--- src/rtl/add_mul_seq_if.sv ---
// Operand/result bundle for add_mul_seq: the requester drives the operands and
// start, the sequencer returns the result, status and FSM visibility.
interface add_mul_seq_if #(
  parameter int WIDTH = 8,
  parameter int OUT_W = 2*WIDTH+2
);
  logic             start;
  logic             mode;
  logic [WIDTH-1:0] A;
  logic [WIDTH-1:0] B;
  logic [WIDTH-1:0] C;
  logic [WIDTH-1:0] D;
  logic [OUT_W-1:0] out;
  logic             done;
  logic             busy;
  logic [2:0]       state;
  logic [2:0]       nstate;

  modport master (
    output start, mode, A, B, C, D,
    input  out, done, busy, state, nstate
  );

  modport slave (
    input  start, mode, A, B, C, D,
    output out, done, busy, state, nstate
  );
endinterface

--- src/rtl/add_mul_seq.sv ---
// Sequential unsigned arithmetic unit: (A+B)*(C+D) or A*B + C*D using one
// shared shift-add multiplier that retires one multiplier bit per cycle.
module add_mul_seq #(
  parameter int WIDTH = 8,
  parameter int OUT_W = 2*WIDTH+2
) (
  input logic         clk,
  input logic         rst,
  add_mul_seq_if.slave bus
);
  localparam int CNT_W = $clog2(WIDTH+2);

  typedef enum logic [2:0] {
    S_IDLE = 3'd0,
    S_ADD  = 3'd1,
    S_MUL1 = 3'd2,
    S_MUL2 = 3'd3,
    S_DONE = 3'd4
  } state_t;

  state_t           r_state;
  state_t           w_nstate;
  logic             r_mode;
  logic [WIDTH-1:0] r_a;
  logic [WIDTH-1:0] r_b;
  logic [WIDTH-1:0] r_c;
  logic [WIDTH-1:0] r_d;
  logic [OUT_W-1:0] r_mcand;
  logic [WIDTH:0]   r_mplier;
  logic [OUT_W-1:0] r_acc;
  logic [OUT_W-1:0] r_out;
  logic [CNT_W-1:0] r_cnt;
  logic             r_done;
  logic             r_busy;
  logic [WIDTH:0]   w_s1;
  logic [WIDTH:0]   w_s2;
  logic [OUT_W-1:0] w_acc_nxt;
  logic             w_last;

  function automatic logic [OUT_W-1:0] mac_step(input logic [OUT_W-1:0] acc,
                                                input logic [OUT_W-1:0] mcand,
                                                input logic             bit0);
    return acc + (bit0 ? mcand : '0);
  endfunction

  assign w_s1      = {1'b0, r_a} + {1'b0, r_b};
  assign w_s2      = {1'b0, r_c} + {1'b0, r_d};
  assign w_acc_nxt = mac_step(r_acc, r_mcand, r_mplier[0]);
  assign w_last    = (r_cnt == CNT_W'(WIDTH));

  always_comb begin
    w_nstate = S_IDLE;
    if (!rst) begin
      case (r_state)
        S_IDLE:  w_nstate = bus.start ? S_ADD : S_IDLE;
        S_ADD:   w_nstate = S_MUL1;
        S_MUL1:  w_nstate = w_last ? (r_mode ? S_MUL2 : S_DONE) : S_MUL1;
        S_MUL2:  w_nstate = w_last ? S_DONE : S_MUL2;
        default: w_nstate = S_IDLE;
      endcase
    end
  end

  always_ff @(posedge clk) begin
    r_state <= w_nstate;
    r_done  <= (w_nstate == S_DONE);
    r_busy  <= (w_nstate != S_IDLE);
    if (rst) begin
      r_mode   <= 1'b0;
      r_a      <= '0;
      r_b      <= '0;
      r_c      <= '0;
      r_d      <= '0;
      r_mcand  <= '0;
      r_mplier <= '0;
      r_acc    <= '0;
      r_out    <= '0;
      r_cnt    <= '0;
    end else begin
      case (r_state)
        S_IDLE: begin
          if (bus.start) begin
            r_mode <= bus.mode;
            r_a    <= bus.A;
            r_b    <= bus.B;
            r_c    <= bus.C;
            r_d    <= bus.D;
          end
        end
        S_ADD: begin
          r_cnt <= '0;
          r_acc <= '0;
          if (r_mode) begin
            r_mcand  <= OUT_W'(r_a);
            r_mplier <= {1'b0, r_b};
          end else begin
            r_mcand  <= OUT_W'(w_s1);
            r_mplier <= w_s2;
          end
        end
        S_MUL1, S_MUL2: begin
          r_acc    <= w_acc_nxt;
          r_mcand  <= r_mcand << 1;
          r_mplier <= r_mplier >> 1;
          r_cnt    <= r_cnt + CNT_W'(1);
          if (w_last) begin
            // A*B stays in the accumulator; C*D is folded in during MUL2
            if (r_state == S_MUL1 && r_mode) begin
              r_mcand  <= OUT_W'(r_c);
              r_mplier <= {1'b0, r_d};
              r_cnt    <= '0;
            end else begin
              r_out <= w_acc_nxt;
            end
          end
        end
        default: ;
      endcase
    end
  end

  assign bus.out    = r_out;
  assign bus.done   = r_done;
  assign bus.busy   = r_busy;
  assign bus.state  = r_state;
  assign bus.nstate = w_nstate;
endmodule

--- src/flat_wrapper.sv ---
// flat-port wrapper written by rule: the top's interface ports become plain ports
module add_mul_seq_flat 
#(
  parameter int WIDTH = 8,
  parameter int OUT_W = 2*WIDTH+2
)
  (clk, rst, bus_start, bus_mode, bus_A, bus_B, bus_C, bus_D, bus_out, bus_done, bus_busy, bus_state, bus_nstate);
  add_mul_seq_if #(.WIDTH(WIDTH), .OUT_W(OUT_W)) bus_i ();
  input logic clk;
  input logic rst;
  input wire logic [$bits(bus_i.start)-1:0] bus_start;
  input wire logic [$bits(bus_i.mode)-1:0] bus_mode;
  input wire logic [$bits(bus_i.A)-1:0] bus_A;
  input wire logic [$bits(bus_i.B)-1:0] bus_B;
  input wire logic [$bits(bus_i.C)-1:0] bus_C;
  input wire logic [$bits(bus_i.D)-1:0] bus_D;
  output wire logic [$bits(bus_i.out)-1:0] bus_out;
  output wire logic [$bits(bus_i.done)-1:0] bus_done;
  output wire logic [$bits(bus_i.busy)-1:0] bus_busy;
  output wire logic [$bits(bus_i.state)-1:0] bus_state;
  output wire logic [$bits(bus_i.nstate)-1:0] bus_nstate;
  assign bus_i.start = bus_start;
  assign bus_i.mode = bus_mode;
  assign bus_i.A = bus_A;
  assign bus_i.B = bus_B;
  assign bus_i.C = bus_C;
  assign bus_i.D = bus_D;
  assign bus_out = bus_i.out;
  assign bus_done = bus_i.done;
  assign bus_busy = bus_i.busy;
  assign bus_state = bus_i.state;
  assign bus_nstate = bus_i.nstate;
  add_mul_seq #(.WIDTH(WIDTH), .OUT_W(OUT_W)) u_core (.clk(clk), .rst(rst), .bus(bus_i));
endmodule
--- config.mk ---
export PLATFORM = sky130hd
export DESIGN_NAME = add_mul_seq_flat
export DESIGN_NICKNAME = d
export VERILOG_FILES = /design/src/rtl/add_mul_seq_if.sv /design/src/rtl/add_mul_seq.sv /design/src/flat_wrapper.sv
export SDC_FILE = /design/constraint.sdc
export NUM_CORES = 1
export LEC_CHECK = 0
export CELL_PAD_IN_SITES_DETAIL_PLACEMENT = 1
export CELL_PAD_IN_SITES_GLOBAL_PLACEMENT = 1
export CORE_UTILIZATION = 38
export DETAILED_ROUTE_END_ITERATION = 10
export GPL_TIMING_DRIVEN = 1
export PLACE_DENSITY = 0.8
export REMOVE_ABC_BUFFERS = 1
export SETUP_SLACK_MARGIN = 0.1
export SYNTH_ARGS = -nofsm -noshare
export SYNTH_HDL_FRONTEND = slang
export SYNTH_SLANG_ARGS = --single-unit
export TNS_END_PERCENT = 100
--- constraint.sdc ---
create_clock -name clk -period 2.3 [get_ports clk]
set_input_delay 0.46 -clock clk [delete_from_list [all_inputs] [get_ports clk]]
set_output_delay 0.46 -clock clk [all_outputs]
set_load 0.05 [all_outputs]
# Yosys cells after proc, flatten, opt, wreduce, memory -nomap -nowiden
# Index checks and enable logic that the tools add are counted.
dict set report word_totals {
  ff_bits 105
  word_cells 49
  out_inout_bits 26
  in_bits 36
}
dict set report op_classes {
  eq_ne 5
  n_bitwise 1
  muxes 19
  n_reduce_logical 7
  addsub 4
}
# op n
set op_table {}
lappend op_table {{18-bit one-hot mux with 2 select lines} 2}
lappend op_table {{18-bit two-way mux} 3}
lappend op_table {{9-bit two-way mux} 3}
lappend op_table {{18-bit adder} 1}
lappend op_table {{8-bit by 8-bit adder with 9-bit output} 2}
lappend op_table {{9-bit one-hot mux with 2 select lines} 1}
lappend op_table {{3-bit two-way mux} 4}
lappend op_table {{3-bit one-hot mux with 4 select lines} 1}
lappend op_table {{4-bit two-way mux} 2}
lappend op_table {{8-bit two-way mux} 1}
lappend op_table {{4-bit one-hot mux with 2 select lines} 1}
lappend op_table {{3-bit by 2-bit == test with 1-bit output (second input constant)} 2}
lappend op_table {{4-bit by 1-bit adder with 4-bit output (second input constant)} 1}
lappend op_table {{4-bit == test (second input constant)} 1}
lappend op_table {{3-bit by 1-bit == test with 1-bit output (second input constant)} 1}
lappend op_table {{3-bit == test (second input constant)} 1}
lappend op_table {{3-bit zero test} 1}
lappend op_table {{3-bit AND reduction} 1}
lappend op_table {{3-bit nonzero test} 1}
lappend op_table {{2-bit AND reduction} 1}
lappend op_table {{2-bit nonzero test} 1}
lappend op_table {{2-bit OR reduction} 1}
lappend op_table {{1-bit logical AND} 1}
lappend op_table {{1-bit two-way mux} 1}
lappend op_table {{1-bit inverter} 1}

# Depth between registers and ports, before layout
# Gate-level depths: netlist of the first run.
dict set report depth {
  word_depth 5
  mapped_depth 10
  depth_no_buf 10
}

# Worst setup path before layout of the first run
# Ideal clock, no wire load.
dict set report synth_timing {
  path_kind {register to output}
  from {reg u_core.r_state[0] (netlist: u_core.bus.state[0])}
  to {out bus_nstate[1]}
  arrival_time_ns 2.651
  slack_ns -0.811
  path_buffers 2
  path_stages_with_launch 6
  t_required_ns 1.840
  cell_sequence {dfxtp_1 > nor2_1 > or2_1 > clkbuf_1 > clkbuf_1 > a211oi_1}
}
dict set report synth_between {
  elab_chain_cells 3
  elab_cells_between_ends 6
  cone_classes {eq/ne (3); mux (2); reduce/logical (1)}
}
# element line_no
set synth_rtl {}
lappend synth_rtl {{from (decl)} add_mul_seq.sv:21} ;# state_t r_state;
lappend synth_rtl {{from (signal assigned)} add_mul_seq.sv:65} ;# r_state <= w_nstate;
lappend synth_rtl {{3-bit by 2-bit == test with 1-bit output (tied with other cells)} add_mul_seq.sv:54} ;# case (r_state)
lappend synth_rtl {{3-bit one-hot mux with 4 select lines (*)} add_mul_seq.sv:54}
lappend synth_rtl {{3-bit two-way mux (*)} add_mul_seq.sv:53} ;# if (!rst) begin
lappend synth_rtl {{to (decl)} flat_wrapper.sv:21} ;# output wire logic [$bits(bus_i.nstate)-1:0] bus_nstate;
# Mark *: on every way between the ends. The rest lies on a longest branch, timed or not.

# Final worst setup path of the first run
dict set report layout_timing {
  from {reg u_core.r_mplier[0]}
  to {reg u_core.r_out[17] (netlist: u_core.bus.out[17])}
}
dict set report layout_between {
  elab_chain_cells 2
}
# element line_no
set layout_rtl {}
lappend layout_rtl {{from (decl)} add_mul_seq.sv:29} ;# logic [WIDTH:0] r_mplier;
lappend layout_rtl {{from (signal assigned)} add_mul_seq.sv:95} ;# r_mplier <= {1'b0, r_b};
lappend layout_rtl {{from (signal assigned)} add_mul_seq.sv:98} ;# r_mplier <= w_s2;
lappend layout_rtl {{from (signal assigned)} add_mul_seq.sv:104} ;# r_mplier <= r_mplier >> 1;
lappend layout_rtl {{18-bit two-way mux} add_mul_seq.sv:43} ;# return acc + (bit0 ? mcand : '0);
lappend layout_rtl {{18-bit adder} add_mul_seq.sv:43}
lappend layout_rtl {{to (signal assigned)} add_mul_seq.sv:113} ;# r_out <= w_acc_nxt;
lappend layout_rtl {{to (decl)} add_mul_seq.sv:31} ;# logic [OUT_W-1:0] r_out;
# Every way passes these cells.
# A chain may end at the register's enable or synchronous reset.

==> out/qor.yml, run 1 <==
outcome:
  status: "complete, but fails checks"
  violations: "design-rule violations"
yosys:
  syn_inst: 755
  synth_enable_flop_cells: 0
  synth.top_cell.area_share: 0.362
  ys_ff_latch: 105
  async_reset_ff_frac: 0
  synth_common_cells: "165 x nand2_1, 105 x dfxtp_1, 96 x a21oi_1, 49 x nor2_1, 42 x clkbuf_1"
  yosysTopAreaCell: "dfxtp_1"
  netlist_area_sq_um: 5810
  synthFlopType: "dfxtp_1"
  avgSynthCellArea_sq_um: 7.70
  synth-seq-area-share: 0.362
  synthTopCellsByArea: "dfxtp_1 36%, nand2_1 11%, a21oi_1 8.3%"
  yosysWarnings: 0
  synth_cell_types: 60
  synth_most_common_cell: "nand2_1"
timing:
  relSlewSlack: 0.582
  period_minus_slack_ps: 2290
  drv_slew: 0
  fmax_mhz: 436
  rsz0062_at_grt: "true"
  setup_viol: 0
  period_share: 0.998
  skew_ps: 11.7
  final-hold-violation-count: 0
  worst_slew_pin_slew_ps: 627
layout:
  multi_input_area_sq_um: 4010
  regArea_sq_um: 2110
  nets: 929
  fin_cells: 1043
  nFillCells: 1737
  final_area_sq_um: 7920
  syn2layout_area_growth_pct: 36.3
  diodes: 0
  drive_above_1_share: 0.218
clock_tree:
  cts-htree-levels: 3
  cts_buffers: 9
  clk_path_buf_depth: 2
  cts_tree: "built"
  cts-root-buf: "clkbuf_16"
  clock_latency_ps: 360
  clkTransAtPathRegs_ps: 70
  hold_buffers: 0
  cts.sinks: 105
worst_hold_path:
  hold_path.class: "register to register"
  worstHoldPathCells: 2
grt:
  grt-ovfl-total: 0
  grt_pass1_vias: 6188
  grt_util_all_layers: 0.238
  grt_pass1_wl_um: 30300
  grt_start_max_net_pins: 59
  antenna_found_initial: 0
drt:
  ant_nets: 0
  num_vias: 5884
  wire_per_inst_um: 18.6
  vias_per_cell: 5.64
  drc: 5
  wirelength_um: 19400
  drt-pass1-iter-count: 7
  drt-initial-drc-count: 292
critical_path:
  worst_ep_required_time_ps: 2580
  end_kind: "register"
  worstSetupPathType: "register to register"
  cp.arrival_ps: 2570
  r2r_cells: 11
  path_max_fanout: 6
  start_kind: "register"
pwr:
  finalPower_mw: 4.19
  power_density_nw_per_um2: 529
  p_leak_nw: 2.98
  ir_drop_mv: 0.373
die:
  die_height_um: 126
  core_sq_um: 14700
  start_util: 0.395
  rows: 44
  die_x_um: 126
  die_area_sq_um: 15800
  ios: 62
placed_design:
  dp.cells: 1006
  finalWeightedCongestion: 0.874
  port_buffers: 61
  dp_hpwl_um: 13000
  placed_area_sq_um: 6920
flow_run:
  max_cap_violations: 0
-- through the flow --
stage	TNS [ps]	hold slack (ps)	setup slack [ps]	utilization
2_1_floorplan	-22240	425	-1490	-
3_3_place_gp	-319	437	-96.2	0.471
3_5_place_dp	-1160	454	-195	0.471
4_1_cts	-14.9	464	-14.9	0.520
5_1_grt	-248	488	-105	0.539
6_report	0	459	5.56	0.539
-- worst paths after layout --
kind	slack, ps	start	end
setup / recovery	6	u_core.r_mplier[0]$_SDFFE_PP0P_	u_core.bus.out[17]$_SDFFE_PP0P_
hold / removal	460	u_core.bus.out[5]$_SDFFE_PP0P_	u_core.bus.out[5]$_SDFFE_PP0P_
setup reg to reg	6	u_core.r_mplier[0]$_SDFFE_PP0P_	u_core.bus.out[17]$_SDFFE_PP0P_
hold reg to reg	460	u_core.bus.out[5]$_SDFFE_PP0P_	u_core.bus.out[5]$_SDFFE_PP0P_
-- cells in the final DEF (no fill, tap or decap), types with 16 or more instances in the layout --
master           count
nand2_1            162
dfxtp_1             99
a21oi_1             85
buf_4               70
clkdlybuf4s50_1     56
nor2_1              45
nand3_1             36
ha_4                18
xnor2_1             17
ha_1                16
-- layer usage --
metal	global-route usage	wire length, um
met5	0	0
met4	0.0925	473
met3	0.0348	679
met2	0.445	9920
met1	0.272	8280
-- registers in the layout (all words and copies together) (netlist names) --
register	flops
u_core.bus.out	18
u_core.r_mplier	9
u_core.bus.done	1
u_core.r_a	8
u_core.bus.busy	1
u_core.r_d	8
u_core.bus.state	3
u_core.r_acc	18
u_core.r_b	8
u_core.r_c	8
u_core.r_cnt	4
u_core.r_mcand	18
u_core.r_mode	1
-- cell families after synthesis --
kind of cell             share of synthesized area
AO/OA/AOI/OAI                                0.215
adder cells (fa/ha/maj)                     0.0857
flip-flops                                   0.362
AND/OR/NAND/NOR                              0.244
multiplexers                                0.0140
XOR/XNOR                                    0.0392
buffers and inverters                       0.0403
-- what timing repair did --
item                                    CTS  global route
setup buffers                            15             6
endpoints found under the hold margin     0             0
pin swaps                                19            19
gates cloned                              0             1
resized for setup                        69            47
endpoints found under the setup margin   28            25
-- where the power goes --
group	switching, mW	total (mW)	internal (mW)
combinational	0.413	0.702	0.289
clock	0.697	1.51	0.817
sequential	0.0757	1.97	1.90
total	1.18	4.19	3.00
-- critical path, stage by stage, from the launching register on --
cell and delay [ps]:
dfxtp_2 350, buf_6 130, and2_4 150, ha_4 300, nand3_2 80, o211ai_2 180
buf_4 150, a221oi_2 60, buf_4 170, buf_6 140, o32a_1 330, o31ai_1 190
-- cell type report --
class	count	area share
sequential	105	0.267
tap	184	0.0291
clock inverter	2	0.00158
clock buffer	13	0.0341
multi-input combinational	589	0.506
inverter	12	0.00569
timing repair buffer	138	0.157
Note: power is estimated with default switching activity, not from simulation.
==> run 2, diff against run 1 <==
Settings changed: CTS_CLUSTER_SIZE set to 40.
==> results of run 2 <==
No change in the layout: final DEF, timing and power equal those of run 1.
